`config.mk`:
```
export PLATFORM = sky130hd
export DESIGN_NAME = seq_frame_tx
export DESIGN_NICKNAME = d
export VERILOG_FILES = /design/src/rtl/seq_frame_pkg.sv /design/src/rtl/seq_stuff_mon.sv /design/src/rtl/seq_frame_tx.sv
export SDC_FILE = /design/constraint.sdc
export NUM_CORES = 1
export LEC_CHECK = 0
export ABC_CLOCK_PERIOD_IN_PS = 1900
export BUFFER_PORTS_ARGS = -buffer_cell sky130_fd_sc_hd__buf_2
export CAP_MARGIN = 30
export CORE_MARGIN = 2
export CORE_UTILIZATION = 51
export DETAILED_ROUTE_END_ITERATION = 8
export HOLD_SLACK_MARGIN = 0.15
export PLACE_DENSITY = 0.72
export SYNTH_ARGS = -nofsm -noshare
export SYNTH_HDL_FRONTEND = slang
export SYNTH_SLANG_ARGS = --single-unit
```
`constraint.sdc`:
```
create_clock -name clk -period 1.9 [get_ports clk]
set_clock_uncertainty 0.15 [all_clocks]
set_input_delay 0.095 -clock clk [delete_from_list [all_inputs] [get_ports clk]]
set_output_delay 0.095 -clock clk [all_outputs]
set_load 0.005 [all_outputs]
```
`src/rtl/seq_frame_pkg.sv`:
```
// Shared constants and state encoding for the 1011-sync serial frame transmitter
// and its matching stuffing monitor.
package seq_frame_pkg;

   localparam logic [3:0]  SYNC_PATTERN  = 4'b1011;
   localparam int unsigned SYNC_LEN      = 4;
   localparam logic [2:0]  STUFF_TRIGGER = 3'b101;
   // Last three line bits once the sync field has gone out.
   localparam logic [2:0]  SYNC_TAIL     = SYNC_PATTERN[2:0];

   typedef enum logic [2:0] {
      ST_IDLE  = 3'd0,
      ST_SYNC  = 3'd1,
      ST_DATA  = 3'd2,
      ST_STUFF = 3'd3,
      ST_GAP   = 3'd4
   } state_t;

endpackage

```
`src/rtl/seq_stuff_mon.sv`:
```
// Three-bit line history; flags when the bit now on the line completes 101,
// meaning a zero must be stuffed next so 1011 cannot form.
module seq_stuff_mon
   import seq_frame_pkg::*;
(
   input  logic clk,
   input  logic rst,
   input  logic load,
   input  logic shift,
   input  logic bit_in,
   output logic stuff_req
);

   logic [2:0] history;

   always_ff @(posedge clk or negedge rst) begin
      if (!rst) begin
         history <= '0;
      end else if (load) begin
         history <= SYNC_TAIL;
      end else if (shift) begin
         history <= {history[1:0], bit_in};
      end
   end

   // bit_in is the bit currently on the line, so the check includes it.
   assign stuff_req = ({history[1:0], bit_in} == STUFF_TRIGGER);

endmodule

```
`src/rtl/seq_frame_tx.sv`:
```
// Serial frame transmitter: 1011 sync, MSB-first payload with zero stuffing
// so 1011 never reappears, then a forced idle gap.
module seq_frame_tx
   import seq_frame_pkg::*;
#(
   parameter int DATA_W   = 8,
   parameter int GAP_BITS = 2
) (
   input  logic              clk,
   input  logic              rst,
   input  logic [DATA_W-1:0] data_in,
   input  logic              data_valid,
   output logic              data_ready,
   output logic              tx_bit,
   output logic              tx_active,
   output logic              frame_done
);

   localparam int BCNT_W = $clog2(DATA_W + 1);
   localparam int GCNT_W = $clog2(GAP_BITS + 1);
   localparam logic [BCNT_W-1:0] BITS_LAST = BCNT_W'(DATA_W);
   localparam logic [BCNT_W-1:0] BCNT_ONE  = BCNT_W'(1);
   localparam logic [GCNT_W-1:0] GAP_INIT  = GCNT_W'(GAP_BITS);
   localparam logic [GCNT_W-1:0] GAP_ONE   = GCNT_W'(1);
   localparam logic [1:0]        SYNC_LAST = 2'(SYNC_LEN - 1);
   localparam logic [1:0]        SYNC_ONE  = 2'd1;

   state_t            state;
   logic [DATA_W-1:0] shreg;
   logic [BCNT_W-1:0] bit_cnt;
   logic [GCNT_W-1:0] gap_cnt;
   logic [1:0]        sync_idx;
   logic              hs;
   logic              sync_end;
   logic              send_payload;
   logic              stuff_req;

   assign hs       = data_valid & data_ready;
   assign sync_end = (state == ST_SYNC) && (sync_idx == SYNC_LAST);
   // A payload bit is loaded onto the line at this edge.
   assign send_payload = sync_end
                      || ((state == ST_DATA) && !stuff_req && (bit_cnt != BITS_LAST))
                      || ((state == ST_STUFF) && (bit_cnt != BITS_LAST));

   seq_stuff_mon u_stuff_mon (
      .clk       (clk),
      .rst       (rst),
      .load      (sync_end),
      .shift     ((state == ST_DATA) || (state == ST_STUFF)),
      .bit_in    (tx_bit),
      .stuff_req (stuff_req)
   );

   always_ff @(posedge clk) begin
      if (hs) begin
         shreg <= data_in;
      end else if (send_payload) begin
         shreg <= {shreg[DATA_W-2:0], 1'b0};
      end
   end

   always_ff @(posedge clk or negedge rst) begin
      if (!rst) begin
         state      <= ST_GAP;
         gap_cnt    <= GAP_INIT;
         sync_idx   <= '0;
         bit_cnt    <= '0;
         tx_bit     <= 1'b0;
         tx_active  <= 1'b0;
         data_ready <= 1'b0;
         frame_done <= 1'b0;
      end else begin
         frame_done <= 1'b0;
         case (state)
            ST_IDLE: begin
               if (hs) begin
                  state      <= ST_SYNC;
                  sync_idx   <= '0;
                  bit_cnt    <= '0;
                  tx_bit     <= SYNC_PATTERN[SYNC_LAST];
                  tx_active  <= 1'b1;
                  data_ready <= 1'b0;
               end
            end
            ST_SYNC: begin
               if (sync_end) begin
                  state   <= ST_DATA;
                  tx_bit  <= shreg[DATA_W-1];
                  bit_cnt <= bit_cnt + BCNT_ONE;
               end else begin
                  sync_idx <= sync_idx + SYNC_ONE;
                  tx_bit   <= SYNC_PATTERN[SYNC_LAST - sync_idx - SYNC_ONE];
               end
            end
            ST_DATA, ST_STUFF: begin
               if ((state == ST_DATA) && stuff_req) begin
                  state  <= ST_STUFF;
                  tx_bit <= 1'b0;
               end else if (send_payload) begin
                  state   <= ST_DATA;
                  tx_bit  <= shreg[DATA_W-1];
                  bit_cnt <= bit_cnt + BCNT_ONE;
               end else begin
                  state      <= ST_GAP;
                  gap_cnt    <= GAP_INIT;
                  tx_bit     <= 1'b0;
                  tx_active  <= 1'b0;
                  frame_done <= 1'b1;
               end
            end
            ST_GAP: begin
               if (gap_cnt == GAP_ONE) begin
                  state      <= ST_IDLE;
                  data_ready <= 1'b1;
               end else begin
                  gap_cnt <= gap_cnt - GAP_ONE;
               end
            end
            default: begin
               state      <= ST_GAP;
               gap_cnt    <= GAP_INIT;
               tx_bit     <= 1'b0;
               tx_active  <= 1'b0;
               data_ready <= 1'b0;
            end
         endcase
      end
   end

endmodule
```
# --- After elaboration in Yosys (flattened, before gate mapping) ---
# Cells that the tools add are included.
classes:
  n_addsub: 5
  order_cmp: 1
  n_eq_ne: 16
  n_mux: 38
  bitwise_logic: 5
  n_reduce_logical: 25
op_table:
  columns: ["operator", "n"]
  rows:
  - ["$mux W4", 4]
  - ["$mux W8", 2]
  - ["$ne A2 B2 Y1 const B", 8]
  - ["$mux W3", 5]
  - ["$mux W2", 7]
  - ["$mux W1", 12]
  - ["$pmux W3 S4", 1]
  - ["$pmux W4 S3", 1]
  - ["$reduce_and A3 Y1", 3]
  - ["$reduce_and A4 Y1", 2]
  - ["$eq A3 B2 Y1 const B", 2]
  - ["$eq A3 B3 Y1 const B", 2]
  - ["$pmux W1 S3", 2]
  - ["$pmux W2 S3", 1]
  - ["$reduce_bool A2 Y1", 3]
  - ["$reduce_or A2 Y1", 3]
  - ["$logic_and A1 B1 Y1", 5]
  - ["$reduce_and A5 Y1", 1]
  - ["$add A4 B1 Y4 const B", 1]
  - ["$ne A4 B4 Y1 const B", 1]
  - ["$not A1 Y1", 4]
  - ["$pmux W1 S4", 1]
  - ["$pmux W2 S2", 1]
  - ["$sub A2 B1 Y2 const B", 2]
  - ["14 further kinds", 16]
word_totals:
  regBits: 25
  inputBits: 11
  output_inout_bits: 4
  elab_cells: 100

# --- Depth between registers and ports, before layout ---
# Gate-level depths: netlist of the first run.
depth:
  word_depth: 9
  ltp_mapped: 6
  ltp_nobuf: 6

# --- Hierarchy ---
# A second synthesis of the first run with hierarchy kept.
hier_totals:
  hier_cells: 117
  area_unflattened_um2: 1343.8
by_module_without_submodules:
  columns: ["module", "n_inst", "cells_each", "area_each_um2", "seq_area_each_um2"]
  rows:
  - ["seq_frame_tx", 1, 110, 1253.7, 618.1]
  - ["seq_stuff_mon", 1, 7, 90.1, 50.0]

# --- Least setup slack after synthesis of the first run ---
# OpenSTA, ideal clock, no wires.
synth_path:
  path_kind: "flip-flop to flip-flop"
  startpoint: "register sync_idx[0]"
  endpoint: "register shreg[0] (enable)"
  setup_ps: 301
  arrival_ps: 1357
  required_time_ps: 1449
  path_slack_ps: 92
  stages_incl_launch_ff: 5
  n_path_buf: 0
  synth_period_minus_slack_ps: 1808
  cell_sequence: "dfrtp_1 ha_1 and2_1 a32oi_4 nand2_1"
synth_between:
  elab_chain_cells: 5
synth_lines:
  columns: ["item", "line", "rtl"]
  rows:
  - ["start, declared", "seq_frame_tx.sv:32", "logic [1:0] sync_idx;"]
  - ["start signal, assigned", "seq_frame_tx.sv:91", "sync_idx <= sync_idx + SYNC_ONE;"]
  - ["$eq A2 B2 Y1", "seq_frame_tx.sv:39", "assign sync_end = (state == ST_SYNC) && (sync_idx == SYNC_LAST);"]
  - ["$logic_and A1 B1 Y1", "seq_frame_tx.sv:39", null]
  - ["$logic_or A1 B1 Y1", "seq_frame_tx.sv:42", "|| ((state == ST_DATA) && !stuff_req && (bit_cnt != BITS_LAST))"]
  - ["$logic_or A1 B1 Y1", "seq_frame_tx.sv:43", "|| ((state == ST_STUFF) && (bit_cnt != BITS_LAST));"]
  - ["$reduce_bool A2 Y1 (no line)", null, null]
  - ["end signal, assigned", "seq_frame_tx.sv:56", "shreg <= data_in;"]
  - ["end signal, assigned", "seq_frame_tx.sv:58", "shreg <= {shreg[DATA_W-2:0], 1'b0};"]
  - ["end, declared", "seq_frame_tx.sv:29", "logic [DATA_W-1:0] shreg;"]
# No other way between the ends.
# A chain may end at the register's enable or synchronous reset.

# --- Worst setup path in the final report of the first run ---
layout_path:
  startpoint: "register sync_idx[0]"
  endpoint: "register bit_cnt[0]"
layout_between:
  elab_chain_cells: 6
  elab_cells_between_ends: 7
  cone_classes: "eq/ne: 3; reduce/logical: 4"
layout_lines:
  columns: ["item", "line", "rtl"]
  rows:
  - ["$eq A2 B2 Y1 (*)", "seq_frame_tx.sv:39", null]
  - ["$logic_and A1 B1 Y1 (*)", "seq_frame_tx.sv:39", null]
  - ["$logic_or A1 B1 Y1", "seq_frame_tx.sv:42", null]
  - ["$logic_or A1 B1 Y1", "seq_frame_tx.sv:43", null]
  - ["$ne A2 B2 Y1 (no line)", null, null]
  - ["$reduce_and A5 Y1 (no line) (*)", null, null]
  - ["end signal, assigned", "seq_frame_tx.sv:89", "bit_cnt <= bit_cnt + BCNT_ONE;"]
  - ["end signal, assigned", "seq_frame_tx.sv:102", "bit_cnt <= bit_cnt + BCNT_ONE;"]
  - ["end, declared", "seq_frame_tx.sv:30", "logic [BCNT_W-1:0] bit_cnt;"]
# Mark *: on every way between the ends. The rest lies on a longest branch, timed or not.

==> flow_metrics.py, run 1 <==
metrics = {
    "run_status": {
        "status": "complete, no violations",
    },
    "yosys": {
        "synthFlopType": "dfrtp_1",
        "netlist_area_um2": 1290,
        "yosysSeqAreaShare": 0.517,
        "netlist_instances": 109,
        "synth_area_leaders": "dfrtp_1 (29%), edfxtp_1 (19%), mux2_2 (7.0%)",
        "yosysTopAreaCell": "dfrtp_1",
        "synth.distinct_cells": 39,
        "async_reset_ff_frac": 0.680,
        "ys_warn_count": 0,
        "syn-num-nets": 125,
        "synth_edf_count": 8,
        "synth_top_area_frac": 0.290,
        "syn_avg_cell_area_um2": 11.9,
        "ys_ff_latch": 25,
    },
    "sta": {
        "max_clock_freq_ghz": 0.559,
        "rsz0062_at_grt": "no",
        "fin_setup_tns_ns": 0,
        "fin_crit_sh": 0.941,
        "finalSetupViolCount": 0,
        "slew_headroom": 0.550,
        "worstMarginPinSlew_ns": 0.673,
        "slew_viol_final": 0,
        "min_period_ns": 1.79,
        "hold_viol_final": 0,
    },
    "route": {
        "wl_per_cell_um": 13.7,
        "met2WireLength_mm": 1.06,
        "wl_met1_mm": 1.11,
        "wl_met3_um": 98,
        "ant_nets": 0,
        "top_layer": "met4",
        "dr.pass1.iters": 4,
        "drt-initial-drc-count": 16,
        "drc_errors": 0,
        "num_vias": 931,
        "vias_per_cell": 5.44,
        "wl_mm": 2.34,
    },
    "setup_path": {
        "worstSetupEndpointType": "flop",
        "path_delay_family": "flip-flops",
        "path_class": "reg -> reg",
        "r2r_start": "sync_idx[0]$_DFFE_PN0P_",
        "path_max_fanout": 7,
        "start_kind": "flop",
        "arrival_ns": 1.86,
        "required_ns": 1.97,
        "r2r-end": "bit_cnt[0]$_DFFE_PN0P_",
        "critPathMaxStageDelay_ns": 0.45,
        "worst_path_max_delay_cell": "dfrtp_1",
        "cp_num_buf_inv": 2,
        "ff2ff_setup_slack_ns": 0.11,
        "r2r_cells": 6,
        "path_cells": "ha_1, and2_1, a32oi_4, buf_4, inv_2, mux2_2",
    },
    "power": {
        "power.leakage_nw": 0.708,
        "vdd_drop_max_v": 0.000855,
        "powerDensity_nw_per_um2": 1470,
    },
    "floorplan": {
        "start_util": 0.531,
        "die_h_um": 54.3,
        "core_area_um2": 2430,
        "top_level_ports": 15,
        "die_x_um": 54.3,
        "dieArea_um2": 2950,
        "std_cell_rows": 18,
    },
    "worst_hold_path": {
        "hold_start": "gap_cnt[0]$_DFFE_PN0P_",
        "holdPathStages": 1,
        "whs_endpoint": "gap_cnt[0]$_DFFE_PN0P_",
        "hold_path.class": "reg -> reg",
    },
    "placement": {
        "gp_congestion": 0.807,
        "placed_area_um2": 1410,
        "io_buffers": 14,
        "hpwlAfterDp_mm": 1.68,
    },
    "final_layout": {
        "layout-drive-gt1-share": 0.291,
        "nets": 158,
        "n_fill_cell": 188,
        "final_cell_mix": "dfrtp_1 (15), buf_2 (14), dlygate4sd3_1 (13)",
        "post-route-cell-area_um2": 1570,
        "postLayoutCoreUtil": 0.645,
        "area_growth_pct": 21.4,
        "mostFrequentLayoutCell": "dfrtp_1",
        "diodes": 0,
    },
    "clocking": {
        "path_clk_slew_ns": 0.13,
        "cts_buffers": 3,
        "postCtsHoldBufs": 13,
        "ctsResizeCount": 0,
        "clock_sinks": 25,
        "cts-root-buf": "clkbuf_4",
        "cts_tree": "done",
        "cts_setup_buffers": 0,
        "clockBufferDepth": 2,
        "cts_htree_levels": 1,
        "clk-insertion-delay-late_ns": 0.32,
    },
    "global_routing": {
        "track_usage": 0.182,
        "antenna_found_initial": 0,
        "grt_pass1_wl_mm": 3.80,
        "grt_pass1_vias": 918,
        "grt_max_degree": 16,
        "grt_overflow_total": 0,
    },
    "flow_run": {
        "drv_cap": 0,
    },
}
## synth_stat cells, drive strengths merged (2+ instances only)
library cell  count
o211ai            2
dfrtp            15
nor2              6
o22a              3
nor2b             2
nand3             2
dfstp             2
buf               4
o31ai             2
o22ai             3
mux2              8
a21oi             5
ha                5
o21ai             4
nand3b            2
a22o              3
edfxtp            8
nand2             9
and2              2
inv               9
and3              2
## report_power, final
part	switching (mW)	internal [mW]	leakage (nW)	total [mW]
Combinational	0.511	0.537	0.410	1.05
Sequential	0.208	0.820	0.283	1.03
Clock	0.152	0.0822	0.0150	0.234
Total	0.870	1.44	0.708	2.31
## routing by layer
layer | GRT usage | vias to the layer above
met5 | 0 | -
met4 | 0.125 | 0
met3 | 0.0383 | 7
met2 | 0.293 | 22
met1 | 0.216 | 443
li1 | - | 459
## area by class of cell
type                            count  area [um^2]  share of cell area
Clock buffer                        4         26.3              0.0167
Inverter                            9         33.8              0.0215
Multi-Input combinational cell     71          566               0.360
Sequential cell                    25          668               0.426
Tap cell                           30         37.5              0.0239
Timing Repair Buffer               32          238               0.152
## registers in the layout (all words and copies together), names as in the netlist
register             flops
shreg                    8
bit_cnt                  4
state                    3
gap_cnt                  2
sync_idx                 2
u_stuff_mon.history      2
data_ready               1
frame_done               1
tx_active                1
tx_bit                   1
## how the worst max path moves through the flow
stage / start / end / slack, ns / cells after the start
CTS: sync_idx[0]$_DFFE_PN0P_ / bit_cnt[0]$_DFFE_PN0P_ / 0.13 / 6
floorplan: sync_idx[0]$_DFFE_PN0P_ / shreg[0]$_SDFFCE_PN0P_ / 0.09 / 4
global placement: sync_idx[0]$_DFFE_PN0P_ / bit_cnt[0]$_DFFE_PN0P_ / 0.20 / 6
finish: sync_idx[0]$_DFFE_PN0P_ / bit_cnt[0]$_DFFE_PN0P_ / 0.11 / 6
global route: bit_cnt[0]$_DFFE_PN0P_ / bit_cnt[0]$_DFFE_PN0P_ / 0.01 / 7
detailed placement: sync_idx[0]$_DFFE_PN0P_ / bit_cnt[0]$_DFFE_PN0P_ / 0.16 / 6
## through the flow
| stage | total power, mW | setup slack, ns | hold slack, ns | instances |
|---|---|---|---|---|
| final | 2.31 | 0.112 | 0.341 | 171 |
| after global routing | 2.49 | 0.0148 | 0.394 | 171 |
| after CTS | 2.32 | 0.130 | 0.347 | 171 |
| after detailed placement | 2.06 | 0.157 | -0.109 | 154 |
| after global placement | 2.02 | 0.198 | -0.118 | 154 |
| after floorplan | 1.79 | 0.0918 | -0.351 | 109 |
## kinds of logic after synthesis
group | share of synthesized area
AND/OR/NAND/NOR | 0.143
AO/OA/AOI/OAI | 0.168
flip-flops | 0.517
buffers and inverters | 0.0455
multiplexers | 0.0774
adder cells (fa/ha/maj) | 0.0484
Power figures use the tool's default switching activity.
==> run 2: changes to the inputs <==
--- a/config.mk
+++ b/config.mk
@@ -5,12 +5,13 @@
 export SDC_FILE = /design/constraint.sdc
 export NUM_CORES = 1
 export LEC_CHECK = 0
-export ABC_CLOCK_PERIOD_IN_PS = 1900
+export ABC_CLOCK_PERIOD_IN_PS = 1600
 export BUFFER_PORTS_ARGS = -buffer_cell sky130_fd_sc_hd__buf_2
 export CAP_MARGIN = 30
 export CORE_MARGIN = 2
 export CORE_UTILIZATION = 51
 export DETAILED_ROUTE_END_ITERATION = 8
+export GPL_ROUTABILITY_DRIVEN = 0
 export HOLD_SLACK_MARGIN = 0.15
 export PLACE_DENSITY = 0.72
 export SYNTH_ARGS = -nofsm -noshare
==> constraint.sdc (replaced) <==
create_clock -name clk -period 1.6 [get_ports clk]
set_clock_uncertainty 0.15 [all_clocks]
set_input_delay 0.08 -clock clk [delete_from_list [all_inputs] [get_ports clk]]
set_output_delay 0.08 -clock clk [all_outputs]
set_load 0.005 [all_outputs]
==> run 2 against run 1 <==
- the flow now finishes with violations (negative setup slack)
- sequential power increased by 14%
- count of clock-buffer cells in the layout unchanged
- non-clock buffer count increased by 16
- clock power increased by 22%
- register-to-register slack got worse by 0.15 ns
- critical path depth decreased by 1
- sequential share of layout area decreased by 4.9 points
- power increased by 39%
- maximum frequency increased by 9.4%
- critical endpoint unchanged
==> flow_metrics.py, run 2 (synthesized netlist as in run 1, its figures left out) <==
metrics = {
    "final_layout": {
        "largest_reg_flops": 8,
        "postLayoutCoreUtil": 0.728,
        "layout-drive-gt1-share": 0.433,
        "area_growth_pct": 37.1,
        "diodes": 0,
        "largest-register": "shreg",
        "mostFrequentLayoutCell": "buf_4",
        "n_fill_cell": 163,
        "reg.largest.list": "shreg: 8 flops, bit_cnt: 4 flops, state: 3 flops",
        "nets": 174,
        "final_cell_mix": "buf_4 (20), dfrtp_1 (15), buf_2 (14)",
    },
    "worst_hold_path": {
        "whs_endpoint": "gap_cnt[0]$_DFFE_PN0P_",
        "hold_start": "gap_cnt[0]$_DFFE_PN0P_",
        "holdPathStages": 1,
        "hold_path.class": "reg -> reg",
    },
    "route": {
        "top_layer": "met4",
        "vias_per_cell": 5.48,
        "ant_nets": 0,
        "wl_met3_um": 103,
        "drc_errors": 0,
        "num_vias": 1025,
        "wl_met1_mm": 1.17,
        "dr.pass1.iters": 4,
        "wl_mm": 2.84,
        "met2WireLength_mm": 1.46,
        "drt-initial-drc-count": 20,
        "wl_per_cell_um": 15.2,
    },
    "global_routing": {
        "grt_overflow_total": 0,
        "grt_max_degree": 16,
        "grt_pass1_vias": 992,
        "antenna_found_initial": 0,
        "track_usage": 0.214,
        "grt_pass1_wl_mm": 4.36,
    },
    "placement": {
        "hpwlAfterDp_mm": 1.89,
        "io_buffers": 14,
    },
    "sta": {
        "finalSetupViolCount": 10,
        "slew_headroom": 0.520,
        "min_period_ns": 1.64,
        "holdWs_ns": 0.382,
        "hold_viol_final": 0,
        "max_clock_freq_ghz": 0.611,
        "worstMarginPinSlew_ns": 0.718,
        "rsz0062_at_grt": "yes",
        "finalWorstSetupSlack_ns": -0.0354,
        "fin_setup_tns_ns": -0.231,
        "slew_viol_final": 0,
        "fin_crit_sh": 1.02,
    },
    "setup_path": {
        "critPathMaxStageDelay_ns": 0.44,
        "r2r_start": "sync_idx[0]$_DFFE_PN0P_",
        "worstSetupEndpointType": "flop",
        "worst_path_max_delay_cell": "dfrtp_1",
        "required_ns": 1.67,
        "start_kind": "flop",
        "r2r-end": "bit_cnt[0]$_DFFE_PN0P_",
        "r2r_cells": 5,
        "arrival_ns": 1.71,
        "path_max_fanout": 5,
        "path_cells": "ha_4, and2_4, a32oi_4, inv_2, mux2_2",
        "path_class": "reg -> reg",
        "ff2ff_setup_slack_ns": -0.04,
    },
    "power": {
        "vdd_drop_max_v": 0.00137,
        "power.leakage_nw": 0.795,
        "powerDensity_nw_per_um2": 1820,
    },
    "floorplan": {
        "start_util": 0.531,
        "std_cell_rows": 18,
        "dieArea_um2": 2950,
        "die_h_um": 54.3,
        "die_x_um": 54.3,
        "top_level_ports": 15,
        "core_area_um2": 2430,
    },
    "run_status": {
        "violations": "negative setup slack",
        "status": "finished with violations",
    },
    "clocking": {
        "clock_sinks": 25,
        "clk-insertion-delay-late_ns": 0.32,
        "cts_htree_levels": 1,
        "cts_buffers": 3,
        "path_clk_slew_ns": 0.14,
        "cts-root-buf": "clkbuf_4",
        "clockBufferDepth": 2,
        "cts_tree": "done",
    },
    "flow_run": {
        "drv_cap": 0,
    },
}
## run 2: cell types whose count changed in the layout (fill, tap and decap cells not counted), moves of 2 or more
cell	before	now
ha_1	5	3
ha_4	0	2
and2_1	2	0
buf_4	5	20
## run 2: what timing repair did
item / in CTS / in global routing
hold endpoints to repair: 26 / 15
gates resized for setup: 1 / 10
hold buffers: 12 / 1
pin swaps: 2 / 5
endpoints found under the setup margin: 12 / 35
cloned: 0 / 0
buffers inserted: 3 / 3
## run 2: worst max path at each step
stage	from	endpoint	depth (start not counted)
floorplan	bit_cnt[0]$_DFFE_PN0P_	bit_cnt[0]$_DFFE_PN0P_	6
global placement	bit_cnt[1]$_DFFE_PN0P_	bit_cnt[0]$_DFFE_PN0P_	6
detailed placement	bit_cnt[1]$_DFFE_PN0P_	bit_cnt[0]$_DFFE_PN0P_	6
CTS	state[0]$_DFFE_PN0P_	bit_cnt[2]$_DFFE_PN0P_	5
global route	u_stuff_mon.history[0]$_DFFE_PN0P_	bit_cnt[0]$_DFFE_PN0P_	4
finish	sync_idx[0]$_DFFE_PN0P_	bit_cnt[0]$_DFFE_PN0P_	5
## run 2: report_power, final
part,internal [mW],leakage [nW],switching [mW]
logic,0.950,0.497,0.812
clock network,0.0976,0.0150,0.188
registers,0.969,0.283,0.201
total,2.02,0.795,1.20
## run 2: routing by layer
layer	up-vias	global-route usage
li1	490	-
met1	491	0.256
met2	31	0.378
met3	13	0.0246
met4	0	0.108
met5	-	0
## run 2: final cells by class
| type | count | area [um^2] | share of cell area |
|---|---|---|---|
| timing repair buffer | 48 | 372 | 0.210 |
| sequential | 25 | 668 | 0.377 |
| clock buffer | 4 | 26.3 | 0.0148 |
| tap | 30 | 37.5 | 0.0212 |
| multi-input combinational | 71 | 634 | 0.358 |
| inverter | 9 | 33.8 | 0.0191 |
## run 2: critical path: cells and delay by family, from the launching register on
family          cells  cell delay, ns
compound gates      1            0.30
mux                 1            0.26
simple gates        1            0.14
flops               1            0.44
buf+inv             1            0.06
fa+ha+maj           1            0.19
## run 2: through the flow
step / setup slack [ns] / area (um^2) / cells / power [mW]
floorplan: -0.0376 / 1310 / 109 / 2.15
detailed placement: -0.0405 / 1520 / 165 / 2.70
CTS: -0.0185 / 1700 / 184 / 3.04
global placement: 0.0104 / 1520 / 165 / 2.63
global route: -0.0829 / 1770 / 187 / 3.45
finish: -0.0354 / 1770 / 187 / 3.22
